$ cat config.mk
export PLATFORM = sky130hd
export DESIGN_NAME = priority_arbiter_flat
export DESIGN_NICKNAME = d
export VERILOG_FILES = /design/src/rtl/priority_arbiter_if.sv /design/src/rtl/priority_arbiter.sv /design/src/flat_wrapper.sv
export SDC_FILE = /design/constraint.sdc
export NUM_CORES = 1
export LEC_CHECK = 0
export CAP_MARGIN = 5
export CORE_ASPECT_RATIO = 2
export CORE_UTILIZATION = 45
export DETAILED_ROUTE_END_ITERATION = 12
export PLACE_DENSITY = 0.67
export SYNTH_ARGS = -nofsm -noshare
export SYNTH_HDL_FRONTEND = slang
export SYNTH_SLANG_ARGS = --single-unit
$ cat constraint.sdc
create_clock -name clk -period 3.5 [get_ports clk]
set_input_delay 0.525 -clock clk [delete_from_list [all_inputs] [get_ports clk]]
set_output_delay 0.525 -clock clk [all_outputs]
set_load 0.005 [all_outputs]
$ cat src/rtl/priority_arbiter_if.sv
// Request/grant bundle between requesters, the arbiter and the grant consumer.
// The master side drives requests and ack; the slave side (the arbiter) presents the grant.
interface priority_arbiter_if #(
   parameter int NUM_REQUESTS = 4
) ();
   localparam int INDEX_WIDTH = $clog2(NUM_REQUESTS);

   logic [NUM_REQUESTS-1:0] requests;
   logic                    ack;
   logic                    valid;
   logic [NUM_REQUESTS-1:0] grant;
   logic [INDEX_WIDTH-1:0]  grant_index;

   modport master (
      output requests,
      output ack,
      input  valid,
      input  grant,
      input  grant_index
   );

   modport slave (
      input  requests,
      input  ack,
      output valid,
      output grant,
      output grant_index
   );
endinterface

$ cat src/rtl/priority_arbiter.sv
// Fixed or rotating priority arbiter with a non-retracting registered grant.
// A grant is held until acked; an ack re-arbitrates in the same edge for bubble-free back-to-back grants.
module priority_arbiter #(
   parameter int NUM_REQUESTS = 4,
   parameter int ROUND_ROBIN  = 1
) (
   input  logic               clk,
   input  logic               rst_n,
   priority_arbiter_if.slave  bus
);
   localparam int INDEX_WIDTH = $clog2(NUM_REQUESTS);
   localparam logic [INDEX_WIDTH-1:0] LAST_IDX = INDEX_WIDTH'(NUM_REQUESTS - 1);
   localparam logic [INDEX_WIDTH-1:0] ZERO_IDX = INDEX_WIDTH'(0);
   localparam logic [INDEX_WIDTH-1:0] ONE_IDX  = INDEX_WIDTH'(1);

   typedef enum logic [0:0] {
      ST_IDLE  = 1'b0,
      ST_GRANT = 1'b1
   } state_t;

   // Pointer after acking grant g; in fixed mode it never leaves the top index.
   function automatic logic [INDEX_WIDTH-1:0] next_ptr(input logic [INDEX_WIDTH-1:0] g);
      logic [INDEX_WIDTH-1:0] res;
      if (ROUND_ROBIN == 0) begin
         res = LAST_IDX;
      end else if (g == ZERO_IDX) begin
         res = LAST_IDX;
      end else begin
         res = g - ONE_IDX;
      end
      return res;
   endfunction

   // Descending search starting at ptr, wrapping from 0 to the top index.
   function automatic logic [INDEX_WIDTH-1:0] pick(
      input logic [NUM_REQUESTS-1:0] req,
      input logic [INDEX_WIDTH-1:0]  ptr
   );
      logic [INDEX_WIDTH-1:0] idx;
      logic [INDEX_WIDTH-1:0] res;
      logic                   found;
      idx   = ptr;
      res   = ZERO_IDX;
      found = 1'b0;
      for (int k = 0; k < NUM_REQUESTS; k++) begin
         if (!found && req[idx]) begin
            res   = idx;
            found = 1'b1;
         end else begin
            res   = res;
         end
         idx = (idx == ZERO_IDX) ? LAST_IDX : (idx - ONE_IDX);
      end
      return res;
   endfunction

   function automatic logic [NUM_REQUESTS-1:0] decode(input logic [INDEX_WIDTH-1:0] idx);
      logic [NUM_REQUESTS-1:0] res;
      res      = {NUM_REQUESTS{1'b0}};
      res[idx] = 1'b1;
      return res;
   endfunction

   state_t                  state_q, state_d;
   logic                    valid_q, valid_d;
   logic [NUM_REQUESTS-1:0] grant_q, grant_d;
   logic [INDEX_WIDTH-1:0]  grant_index_q, grant_index_d;
   logic [INDEX_WIDTH-1:0]  ptr_q, ptr_d;

   logic                    any_req_s;
   logic [INDEX_WIDTH-1:0]  ack_ptr_s;
   logic [INDEX_WIDTH-1:0]  idle_winner_s;
   logic [INDEX_WIDTH-1:0]  ack_winner_s;

   // Arbitration candidates: from the held pointer when idle, from the updated pointer on an ack.
   always_comb begin
      any_req_s     = (bus.requests != {NUM_REQUESTS{1'b0}});
      ack_ptr_s     = next_ptr(grant_index_q);
      idle_winner_s = pick(bus.requests, ptr_q);
      ack_winner_s  = pick(bus.requests, ack_ptr_s);
   end

   // Next-state and next-output selection for the two-state grant controller.
   always_comb begin
      state_d       = state_q;
      valid_d       = valid_q;
      grant_d       = grant_q;
      grant_index_d = grant_index_q;
      ptr_d         = ptr_q;
      case (state_q)
         ST_IDLE: begin
            if (any_req_s) begin
               state_d       = ST_GRANT;
               valid_d       = 1'b1;
               grant_index_d = idle_winner_s;
               grant_d       = decode(idle_winner_s);
            end else begin
               state_d = ST_IDLE;
            end
         end
         ST_GRANT: begin
            if (bus.ack && any_req_s) begin
               ptr_d         = ack_ptr_s;
               state_d       = ST_GRANT;
               valid_d       = 1'b1;
               grant_index_d = ack_winner_s;
               grant_d       = decode(ack_winner_s);
            end else if (bus.ack) begin
               ptr_d         = ack_ptr_s;
               state_d       = ST_IDLE;
               valid_d       = 1'b0;
               grant_index_d = ZERO_IDX;
               grant_d       = {NUM_REQUESTS{1'b0}};
            end else begin
               state_d = ST_GRANT;
            end
         end
         default: begin
            state_d       = ST_IDLE;
            valid_d       = 1'b0;
            grant_index_d = ZERO_IDX;
            grant_d       = {NUM_REQUESTS{1'b0}};
            ptr_d         = LAST_IDX;
         end
      endcase
   end

   // Controller state and registered outputs; reset discards any grant and restores fixed order.
   always_ff @(posedge clk or negedge rst_n) begin
      if (!rst_n) begin
         state_q       <= ST_IDLE;
         valid_q       <= 1'b0;
         grant_q       <= {NUM_REQUESTS{1'b0}};
         grant_index_q <= ZERO_IDX;
         ptr_q         <= LAST_IDX;
      end else begin
         state_q       <= state_d;
         valid_q       <= valid_d;
         grant_q       <= grant_d;
         grant_index_q <= grant_index_d;
         ptr_q         <= ptr_d;
      end
   end

   assign bus.valid       = valid_q;
   assign bus.grant       = grant_q;
   assign bus.grant_index = grant_index_q;
endmodule

$ cat src/flat_wrapper.sv
// flat-port wrapper written by rule: the top's interface ports become plain ports
module priority_arbiter_flat 
#(
   parameter int NUM_REQUESTS = 4,
   parameter int ROUND_ROBIN  = 1
)
  (clk, rst_n, bus_requests, bus_ack, bus_valid, bus_grant, bus_grant_index);
  priority_arbiter_if #(.NUM_REQUESTS(NUM_REQUESTS)) bus_i ();
  input  logic clk;
  input  logic rst_n;
  input wire logic [$bits(bus_i.requests)-1:0] bus_requests;
  input wire logic [$bits(bus_i.ack)-1:0] bus_ack;
  output wire logic [$bits(bus_i.valid)-1:0] bus_valid;
  output wire logic [$bits(bus_i.grant)-1:0] bus_grant;
  output wire logic [$bits(bus_i.grant_index)-1:0] bus_grant_index;
  assign bus_i.requests = bus_requests;
  assign bus_i.ack = bus_ack;
  assign bus_valid = bus_i.valid;
  assign bus_grant = bus_i.grant;
  assign bus_grant_index = bus_i.grant_index;
  priority_arbiter #(.NUM_REQUESTS(NUM_REQUESTS), .ROUND_ROBIN(ROUND_ROBIN)) u_core (.clk(clk), .rst_n(rst_n), .bus(bus_i));
endmodule
==> metrics.md <==
| Metric | Value |
|---|---|
| Via count | `1124` |
| Tcrit/Tclk final | `0.8430` |
| Area leader, netlist | `dfrtp_1` |
| WP data arrival | `3070 ps` |
| CTS tree | `yes` |
| Post-synthesis compound-gate area fraction | `0.3226` |
| Register area | `about 250 sq um` |
| Highest-delay cell along the critical path | `dfstp_2` |
| Final cell count without fillers | `171` |
| H-tree Lvls | `1` |
| CP cell instances | `inv_1 -> ha_1 -> nand2b_1 -> a211o_1 -> a32oi_1 -> or2_1 -> a221oi_2 -> a221o_1` |
| Synth cell types | `55` |
| Max clock buf depth | `2` |
| Tightest Pin Transition | `673.3 ps` |
| Die width | `38.07 um` |
| Hold path start | `u_core.bus.grant[0]$_DFFE_PN0P_` |
| Reg-to-reg critical path startpoint | `u_core.ptr_q[0]$_DFFE_PN1P_` |
| Synthesis Warnings | `0` |
| Chip Height | `74.15 um` |
| # nets final | `155` |
| Critical Path RT | `3610 ps` |
| Gpl congestion | `0.8704` |
| Number of antenna diodes | `0` |
| Biggest cell delay along the critical path | `roughly 710 ps` |
| Row cnt | `25` |
| CP max FO | `17` |
| Post CTS Setup Buffer Count | `0` |
| Global-route wire length before repair | `about 5100 um` |
| Avg Cell Area, Syn | `about 8.5 sq um` |
| Slew Limit Fails | `0` |
| Outcome | `complete, no violations` |
| P per Cell Area | `between 900 and 1000 nW/um^2` |
| TNS Setup | `0 ps` |
| Global route total overflow | `0` |
| Gate count of the mapped netlist | `138` |
| Placed Cells | `~170` |
| Starting DRT DRC Count | `40` |
| Area occupied by multi-input gates | `800.8 sq um` |
| Xor/xnor share of the synthesized area | `0.01389` |
| Vias in the first global route | `~1100` |
| Worst-Skew Late Latency | `240 ps` |
| P_leak | `0.5132 nW` |
| FMAX | `338.9 MHz` |
| Resize count post-CTS | `0` |
| Adder-cell share of the synthesized area | `0.03205` |
| Final ANT Viol Nets | `0` |
| EDFF count, synth | `0` |
| Routed WL | `3075 um` |
| Synth area leaders | `dfrtp_1 (17%), nor2_1 (4.8%), dfstp_2 (4.5%)` |
| Largest net degree at the start of global routing | `18` |
| Worst VDD drop | `621.0 uV` |
| Drt via density | `6.573` |
| CTS clk-pin slew, worst paths | `50 ps` |
| Synthesized cell area | `1171 sq um` |
| Initial antenna violation count | `0` |
| Routed WL per cell | `17.98 um` |
| Simple-gate share of the synthesized area | `0.2115` |
| Worst Setup SP | `u_core.ptr_q[0]$_DFFE_PN1P_` |
| Die Footprint | `2823 sq um` |
| Primary FF master, synth | `dfrtp_1` |
| Clock Sinks | `10` |
| I/O pins | `14` |
| Share of cells above drive strength 1 | `0.1597` |
| Fill cells | `~210` |
| Area Growth Syn to Fin | `11.22%` |
| Root Buffer | `clkbuf_8` |
| Max transition margin | `0.5464` |
| CTS Buf Count | `3` |
| Crit. End Element | `flip-flop` |
| Clock Skew | `2.235 ps` |
| DRT Pass-1 Iters | `4` |
| Synth Register Bits | `10` |
| Synth async-reset ratio | `1.000` |
| Hold Fails Final Rpt | `0` |
| RSZ-0062 raised after global routing | `false` |
| Largest family of logic cells by synthesized area | `compound AO/OA/AOI/OAI gates` |
| Buffers on Ports | `13` |
| Crit path launch type | `flip-flop` |
| Initial core utilization | `0.4862` |
| Hold WS | `508.7 ps` |
| Worst hold path type | `flip-flop to flip-flop` |
| Final Power | `1.297 mW` |
| Syn Nets | `roughly 150` |
| GRT Resource Usage Total | `0.2512` |
| Share of the synthesized area in the top cell type | `0.1709` |
| Post-route minimum period | `2951 ps` |
| Max-Cap Viols | `0` |
| HPWL Detailed | `2388 um` |
| Cts-stage hold buffer count | `0` |
| Mux cell area share after synthesis | `0.1036` |
| Final count of negative-setup-slack endpoints | `0` |
| DRC viols | `0` |
| Core area | `2409 sq um` |
| Setup CP Type | `flip-flop to flip-flop` |
| Sequential share of the synthesized area | `0.2158` |
| Final core utilization | `0.5408` |
## final cells by class
cell class,instances,area share
clock buffer,4,0.04227
tap,27,0.02594
timing repair buffer,13,0.09990
inverter,8,0.02305
sequential,10,0.1940
multi-input combinational,109,0.6148
## layer usage
metal	vias to the layer above	share of wire	global-route usage
li1	531	-	-
met1	559	0.37	0.2701
met2	28	0.58	0.4595
met3	6	0.030	0.02687
met4	0	0.019	0.1190
met5	-	0	0
## worst max-delay path, delay by kind of cell, from the launching register on
kind	cells	cell delay [ps]
buffers and inverters	1	150
DFF	1	710
adders and majority gates	1	480
AOI/OAI and AO/OA	4	1030
and+or+nand+nor	2	440
## cells in the mapped netlist, types with 2 or more instances
cell      count
mux2_2        2
buf_2         4
mux2i_1       5
and2_1        2
o211ai_1      2
inv_2         2
inv_1         6
buf_4         3
buf_6         4
dfrtp_1       8
a221o_1       3
o21ai_1       3
ha_1          3
a211oi_1      3
a21oi_1       7
o21a_1        2
dfstp_2       2
nor2_1       15
nand2b_1      5
a32oi_1       4
nor3_1        3
nand2_1      12
o21ai_0       6
## worst paths after layout
kind,cells after the start,slack (ps),endpoint
hold reg to reg,2,510,u_core.bus.grant[0]$_DFFE_PN0P_
setup / recovery,8,550,u_core.bus.grant[3]$_DFFE_PN0P_
hold / removal,2,510,u_core.bus.grant[0]$_DFFE_PN0P_
min in group asynchronous,1,610,u_core.bus.grant[0]$_DFFE_PN0P_
setup reg to reg,8,550,u_core.bus.grant[3]$_DFFE_PN0P_
max in group asynchronous,1,2540,u_core.ptr_q[1]$_DFFE_PN1P_
## cells in the final DEF, fill, tap and decap left out, drive strengths merged, types with 3 or more instances in the layout
master	count
ha	3
dfrtp	8
a211oi	4
o211ai	3
mux2i	5
a21oi	8
nor2	16
o21ai	9
a32oi	4
nand2b	5
nand2	13
clkdlybuf4s50	13
inv	8
a221o	3
nor3	3
clkbuf	4
## power breakdown
group | switching, mW | internal, mW
registers | 0.0883 | 0.167
clock network | 0.0481 | 0.0991
logic | 0.488 | 0.407
total | 0.624 | 0.673
## state kept, by name, indices dropped and copies added (netlist names)
signal                  count
u_core.ptr_q                2
u_core.bus.valid            1
u_core.state_q              1
u_core.bus.grant_index      2
u_core.bus.grant            4
## kinds of logic after synthesis
group / after synthesis
and+or+nand+nor: 48
xor gates and xnor gates: 1
buffers and inverters: 19
adders and majority gates: 3
AOI/OAI and AO/OA: 48
DFF: 10
muxes: 9
## metrics by stage
step | setup slack, ps | instance area, sq um
after floorplan | 1024 | 1171
after global placement | 639.3 | 1247
after detailed placement | 592.3 | 1247
after CTS | 564.9 | 1303
after global routing | 377.4 | 1303
final | 549.3 | 1303
Note: power is estimated with default switching activity, not from simulation.
